--- src/rtl/clock_time_setter.sv ---
// Set-mode writer for the clock digit registers: snapshot, HH:MM edit, 6-cycle BCD commit.
// Optional blink of the selected digit when CLOCK_SET_BLINK_EN is defined.
module clock_time_setter #(
    parameter int BLINK_DIV = 25_000_000
) (
    input  logic        clk,
    input  logic        resetn,
    input  logic        set_mode,
    input  logic        inc_press,
    input  logic        next_press,
    input  logic [23:0] cur_time,
    output logic [15:0] edit_time,
    output logic [3:0]  sel_onehot,
    output logic [5:0]  set_en,
    output logic [3:0]  new_val,
    output logic        busy,
    output logic        blank_sel
);

    typedef enum logic [1:0] {
        S_IDLE,
        S_LOAD,
        S_EDIT,
        S_COMMIT
    } state_t;

    localparam logic [3:0] SEL_HRT = 4'b1000;
    localparam logic [3:0] SEL_HRU = 4'b0100;
    localparam logic [3:0] SEL_MNT = 4'b0010;
    localparam logic [3:0] SEL_MNU = 4'b0001;

    state_t      r_state;
    logic [2:0]  r_idx;
    logic [15:0] r_edit;
    logic [3:0]  r_sel;
    logic [5:0]  r_set_en;
    logic [3:0]  r_new_val;
    logic        r_busy;

    logic [15:0] w_edit_inc;
    logic [3:0]  w_ht;
    logic [3:0]  w_hu;
    logic [3:0]  w_mt;
    logic [3:0]  w_mu;
    logic        w_unused_bits;

    assign edit_time  = r_edit;
    assign sel_onehot = r_sel;
    assign set_en     = r_set_en;
    assign new_val    = r_new_val;
    assign busy       = r_busy;

    // Commit order: secU, secT, minU, minT, hrU, hrT; seconds always 0
    function automatic logic [3:0] f_digit(
        input logic [2:0]  idx,
        input logic [15:0] t
    );
        logic [3:0] d;
        case (idx)
            3'd2:    d = t[3:0];
            3'd3:    d = t[7:4];
            3'd4:    d = t[11:8];
            3'd5:    d = t[15:12];
            default: d = 4'd0;
        endcase
        return d;
    endfunction

    always_comb begin
        w_ht = r_edit[15:12];
        w_hu = r_edit[11:8];
        w_mt = r_edit[7:4];
        w_mu = r_edit[3:0];
        case (r_sel)
            SEL_HRT: begin
                w_ht = (r_edit[15:12] >= 4'd2) ? 4'd0 : r_edit[15:12] + 4'd1;
                if (w_ht == 4'd2 && r_edit[11:8] > 4'd3)
                    w_hu = 4'd3;
            end
            SEL_HRU: begin
                if (r_edit[15:12] == 4'd2)
                    w_hu = (r_edit[11:8] >= 4'd3) ? 4'd0 : r_edit[11:8] + 4'd1;
                else
                    w_hu = (r_edit[11:8] >= 4'd9) ? 4'd0 : r_edit[11:8] + 4'd1;
            end
            SEL_MNT: w_mt = (r_edit[7:4] >= 4'd5) ? 4'd0 : r_edit[7:4] + 4'd1;
            SEL_MNU: w_mu = (r_edit[3:0] >= 4'd9) ? 4'd0 : r_edit[3:0] + 4'd1;
            default: ;
        endcase
        w_edit_inc = {w_ht, w_hu, w_mt, w_mu};
    end

    always_ff @(posedge clk) begin
        if (!resetn) begin
            r_state   <= S_IDLE;
            r_idx     <= 3'd0;
            r_edit    <= 16'd0;
            r_sel     <= 4'd0;
            r_set_en  <= 6'd0;
            r_new_val <= 4'd0;
            r_busy    <= 1'b0;
        end else begin
            case (r_state)
                S_IDLE: begin
                    r_set_en  <= 6'd0;
                    r_new_val <= 4'd0;
                    if (set_mode) begin
                        r_state <= S_LOAD;
                        r_busy  <= 1'b1;
                    end
                end
                S_LOAD: begin
                    r_edit  <= cur_time[23:8];
                    r_sel   <= SEL_HRT;
                    r_state <= S_EDIT;
                end
                S_EDIT: begin
                    if (!set_mode) begin
                        r_state   <= S_COMMIT;
                        r_sel     <= 4'd0;
                        r_idx     <= 3'd0;
                        r_set_en  <= 6'b000001;
                        r_new_val <= 4'd0;
                    end else if (next_press) begin
                        r_sel <= {r_sel[0], r_sel[3:1]};
                    end else if (inc_press) begin
                        r_edit <= w_edit_inc;
                    end
                end
                S_COMMIT: begin
                    if (r_idx == 3'd5) begin
                        r_state   <= S_IDLE;
                        r_busy    <= 1'b0;
                        r_set_en  <= 6'd0;
                        r_new_val <= 4'd0;
                    end else begin
                        r_idx     <= r_idx + 3'd1;
                        r_set_en  <= {r_set_en[4:0], 1'b0};
                        r_new_val <= f_digit(r_idx + 3'd1, r_edit);
                    end
                end
                default: r_state <= S_IDLE;
            endcase
        end
    end

`ifdef CLOCK_SET_BLINK_EN
    localparam int CW = (BLINK_DIV > 1) ? $clog2(BLINK_DIV) : 1;
    localparam logic [CW-1:0] CNT_LAST = CW'(BLINK_DIV - 1);

    logic [CW-1:0] r_blink_cnt;
    logic          r_blank;

    assign blank_sel     = r_blank;
    assign w_unused_bits = ^cur_time[7:0];

    // Any press shows the digit solid and restarts the blink period
    always_ff @(posedge clk) begin
        if (!resetn) begin
            r_blink_cnt <= '0;
            r_blank     <= 1'b0;
        end else if (r_state == S_EDIT && set_mode) begin
            if (inc_press || next_press) begin
                r_blink_cnt <= '0;
                r_blank     <= 1'b0;
            end else if (r_blink_cnt == CNT_LAST) begin
                r_blink_cnt <= '0;
                r_blank     <= ~r_blank;
            end else begin
                r_blink_cnt <= r_blink_cnt + 1'b1;
            end
        end else begin
            r_blank <= 1'b0;
            if (r_state == S_LOAD)
                r_blink_cnt <= '0;
        end
    end
`else
    assign blank_sel     = 1'b0;
    assign w_unused_bits = ^cur_time[7:0] ^ (BLINK_DIV != 0);
`endif

endmodule
--- config.mk ---
export PLATFORM = sky130hd
export DESIGN_NAME = clock_time_setter
export DESIGN_NICKNAME = d
export VERILOG_FILES = /design/src/rtl/clock_time_setter.sv
export SDC_FILE = /design/constraint.sdc
export NUM_CORES = 1
export LEC_CHECK = 0
export BUFFER_PORTS_ARGS = -buffer_cell sky130_fd_sc_hd__buf_2
export CAP_MARGIN = 10
export CORE_ASPECT_RATIO = 1.5
export CORE_MARGIN = 4
export CORE_UTILIZATION = 52
export CTS_CLUSTER_DIAMETER = 60
export DETAILED_ROUTE_END_ITERATION = 10
export GPL_TIMING_DRIVEN = 0
export PLACE_DENSITY_LB_ADDON = 0.15
export SETUP_SLACK_MARGIN = 0.5
export SYNTH_ARGS = -nofsm -noshare
export SYNTH_HDL_FRONTEND = slang
export SYNTH_SLANG_ARGS = --single-unit
--- constraint.sdc ---
create_clock -name clk -period 3.2 [get_ports clk]
set_clock_uncertainty 0.2 [all_clocks]
set_input_delay 0.64 -clock clk [delete_from_list [all_inputs] [get_ports clk]]
set_output_delay 0.64 -clock clk [all_outputs]
set_load 0.03 [all_outputs]
### Word-level counts from Yosys, hierarchy flattened

Cells that the tools add are included.
Widths: inputs -> output; s select.

* register bits: 36
* input bits: 29
* output and inout port bits: 32
* word-level logic and storage cells: 98

* add/sub/neg operators: 5
* order comparisons: 6
* eq/ne operators: 27
* mux-type cells: 35
* reductions and logical operators: 15

Operators by type and width (count)
* $mux 4: 14
* $mux 16: 3
* $pmux 16 s2: 1
* $pmux 6 s3: 1
* $add 4x1->4 const B: 4
* $pmux 4 s2: 2
* $pmux 4 s4: 1
* $reduce_and 5->1: 3
* $ne 2x2->1 const B: 7
* $eq 4x2->1 const B: 3
* $mux 6: 2
* $pmux 4 s3: 1
* $eq 3x3->1 const B: 3
* $reduce_and 3->1: 3
* $ge 4x2->1 const B: 2
* $ge 4x4->1 const B: 2
* $pmux 2 s4: 1
* $eq 3x2->1 const B: 2
* $mux 2: 3
* $mux 3: 2
* $ne 2x1->1 const B: 3
* $ne 3x3->1 const B: 2
* $pmux 3 s2: 1
* $reduce_and 6->1: 1
* 16 further kinds: 21

### Depth between registers and ports, before layout

* depth in word-level cells: 10
* depth in mapped cells: 8
* depth with buffers taken out: 7

### Worst setup path after synthesis

Ideal clock, no wire load.

* path type: flip-flop to flip-flop
* from: register r_edit[12], in the netlist edit_time[12]
* to: register r_edit[11], in the netlist edit_time[11]
* library setup time: 67 ps
* arrival time: 2429 ps
* data required time: 2933 ps
* setup slack: 504 ps
* stages on the path, launching flop included: 8
* period minus slack after synthesis: 2696 ps
* path through: dfxtp_1 -> inv_1 -> ha_1 -> or4_4 -> or4_1 -> a221o_2 -> o21bai_1 -> a21oi_2

* cells in the longest elaborated chain, start to end: 7
* elaborated cells between the ends (all ways): 14
* classes of those cells: 1 x add/sub; 1 x order compare; 3 x eq/ne; 7 x mux; 2 x reduce/logical

Ends and longest elaborated chain
* start, declared: RTL line 34 `logic [15:0] r_edit;`
* start signal, assigned: RTL line 113 `r_edit <= cur_time[23:8];`
* start signal, assigned: RTL line 127 `r_edit <= w_edit_inc;`
* parallel branches: the longest is 7 deep, another holds $add 4x1->4

Several ways; the timed one is not identified. The select of a mux whose other input is x is not followed.
A chain may end at the register's enable or synchronous reset.

### Worst setup path in the final report

Same ends and word-level chain as after synthesis.

==> flow_summary.yaml <==
grt:
  grtUsageTotal: 0.226
  grt_max_degree: 11
  grt_pass1_wl_um: 9190
  overflow: 0
  antenna_found_initial: 0
  grt_pass1_vias: 1983
sta:
  hold_violations: 0
  fmax_ghz: 0.387
  tightest_slew_ps: 568
  setup_viol: 0
  finalCriticalPeriod_ps: 2580
  drv_slew: 0
  tns_ps: 0
  maxSlewHeadroom: 0.617
  rsz0062_at_grt: "no"
  period_share: 0.807
  whs_ps: 267
placement:
  dp_cells: 364
  hpwlAfterDp_um: 4130
  portBuffers: 51
  gp_congestion: 0.852
finish:
  num_antenna_cells: 0
  nets: 379
  area_growth_pct: 19.1
  stdcell_count: 373
  drive_gt1_frac: 0.226
status:
  status: "finished clean"
synth:
  syn_area_um2: 2170
  yosysMostFrequentCell: "dfxtp_1"
  yosys_warnings: 0
  synth_edf_count: 0
  async_reset_ff_frac: 0
  ys.flop_type: "dfxtp_1"
  syn_inst: 268
  synth_area_leader_cell: "dfxtp_1"
  synth.top_cells.by_area: "dfxtp_1, ha_1, a21oi_1, nor2_1, a22oi_1"
  synth_seq_cells: 36
  synth_area_per_cell_um2: 8.10
  synth_cell_types: 48
  yosys-top-cells-count: "dfxtp_1, nor2_1, a21oi_1, ha_1, inv_1"
  syn-num-nets: 319
  yosysSeqAreaShare: 0.332
  synth_top_area_frac: 0.332
worst_setup_path:
  arrival_ps: 2600
  worstSetupPathType: "reg2reg"
  reg2reg_slack_ps: 620
  r2r_cells: 7
  cp.required_ps: 3210
  path_cells: "inv_1, ha_1, or4_4, or4_1, a221o_2, o21bai_1, a21oi_2"
  slowest_delay_ps: 490
  path_max_fanout: 7
  cp_num_buf_inv: 1
  crit_family: "simple AND/OR/NAND/NOR gates"
  cp-end-kind: "flop"
  worstSetupStartpointType: "flop"
  reg2reg_to: "edit_time[11]"
  reg2reg_from: "edit_time[12]"
  cpMaxStageDelayCell: "or4_1"
power_and_ir_drop:
  p_per_area_nw_per_um2: 788
  vdd_drop_max_uv: 578
  leakage_nw: 1.16
clocking:
  cts_sinks: 36
  ctsHoldBuffers: 0
  cts.clk_slew.worst_paths_ps: 80
  worstSkewPairLatency_ps: 290
  clockBufferDepth: 2
  htreeDepth: 2
  root_buffer: "clkbuf_8"
  cts_buffers: 5
  cts_tree: "built"
detailed_routing:
  routed_wl_um: 5520
  vias: 2123
  drtIter0Drc: 69
  ant_nets: 0
  wl_per_cell_um: 14.8
  drc_errors: 0
  via_per_inst: 5.69
  firstDrtPassIters: 5
floorplanning:
  start_util: 0.543
  die_y_um: 87.1
  core_um2: 3990
  dieArea_um2: 5290
  ioPinCount: 61
  fp-row-count: 28
  die_w_um: 60.7
worst_hold_path:
  hold_class: "reg2reg"
  min_to: "busy"
  worstHoldStart: "busy"
  hold_depth: 2
job:
  cap_violations: 0
## per-stage QoR
stage	cell area [µm²]	worst slack (ps)	util	power (W)
after global routing	2580	523	0.647	0.00220
after CTS	2560	522	0.641	0.00202
final	2580	617	0.647	0.00204
after floorplan	2170	504	-	0.00143
after global placement	2480	569	0.621	0.00168
after detailed placement	2480	547	0.621	0.00171
## layout make-up
type | count | area [µm²]
Fill cell | 372 | 1410
Timing Repair Buffer | 53 | 270
Clock buffer | 6 | 72.6
Multi-Input combinational cell | 200 | 1330
Sequential cell | 36 | 724
Inverter | 21 | 78.8
Clock inverter | 1 | 5.00
Tap cell | 45 | 56.3
Buffer | 11 | 46.3
## how the worst max path moves through the flow
stage | slack [ps] | depth (start not counted) | startpoint | endpoint
2_1_floorplan | 500 | 7 | edit_time[12] | edit_time[11]
5_1_grt | 520 | 7 | edit_time[12] | edit_time[11]
4_1_cts | 520 | 7 | edit_time[12] | edit_time[11]
6_report | 620 | 7 | edit_time[12] | edit_time[11]
3_3_place_gp | 570 | 7 | edit_time[12] | edit_time[11]
3_5_place_dp | 550 | 7 | edit_time[12] | edit_time[11]
## layer usage
layer / routed length, µm / vias up / part of all wire / track usage
met5: 0 / - / 0 / 0
met4: 133 / 0 / 0.024 / 0.0927
met3: 301 / 8 / 0.055 / 0.0341
met2: 2840 / 54 / 0.52 / 0.393
met1: 2240 / 987 / 0.41 / 0.266
li1: - / 1074 / - / -
## repair_timing
| item | in CTS | in global routing |
|---|---|---|
| setup buffers | 0 | 2 |
| resized for setup | 0 | 6 |
| setup endpoints to repair | 0 | 11 |
## registers in the layout (all words and copies together), names as in the netlist
signal / flops
busy: 1
edit_time: 16
r_state: 2
set_en: 6
sel_onehot: 4
new_val: 4
r_idx: 3
## worst reg2reg max path: cells and delay by family, from the launching register on
kind | cells | cell delay (ps)
adders and majority gates | 1 | 190
buffers and inverters | 1 | 40
AOI/OAI and AO/OA | 3 | 780
and+or+nand+nor | 2 | 930
DFF | 1 | 360
## layout by cell type, fill, tap and decap left out, drive strengths merged, types with 7 or more instances in the layout
cell and count:
o21ai 13, a22oi 12, a21oi 34, clkbuf 16, a211oi 7, nor2 35
dfxtp 36, inv 21, buf 54, ha 22, nand2 14
## power breakdown
| part | internal (W) | switching [W] | total [W] |
|---|---|---|---|
| sequential | 0.000562 | 0.000159 | 0.000721 |
| combinational | 0.000371 | 0.000639 | 0.00101 |
| clock | 0.000148 | 0.000159 | 0.000307 |
| total | 0.00108 | 0.000957 | 0.00204 |
## cell families (layout without fill, tap and decap cells)
family | count (synthesis) | in the layout | synth area share
XOR/XNOR | 4 | 4 | 0.0161
flip-flops | 36 | 36 | 0.332
AO/OA/AOI/OAI | 86 | 86 | 0.257
AND/OR/NAND/NOR | 82 | 82 | 0.186
multiplexers | 5 | 5 | 0.0236
adder cells (fa/ha/maj) | 22 | 22 | 0.127
buffers and inverters | 32 | 92 | 0.0571
other | 1 | 1 | 0.00173
Power figures use the tool's default switching activity.
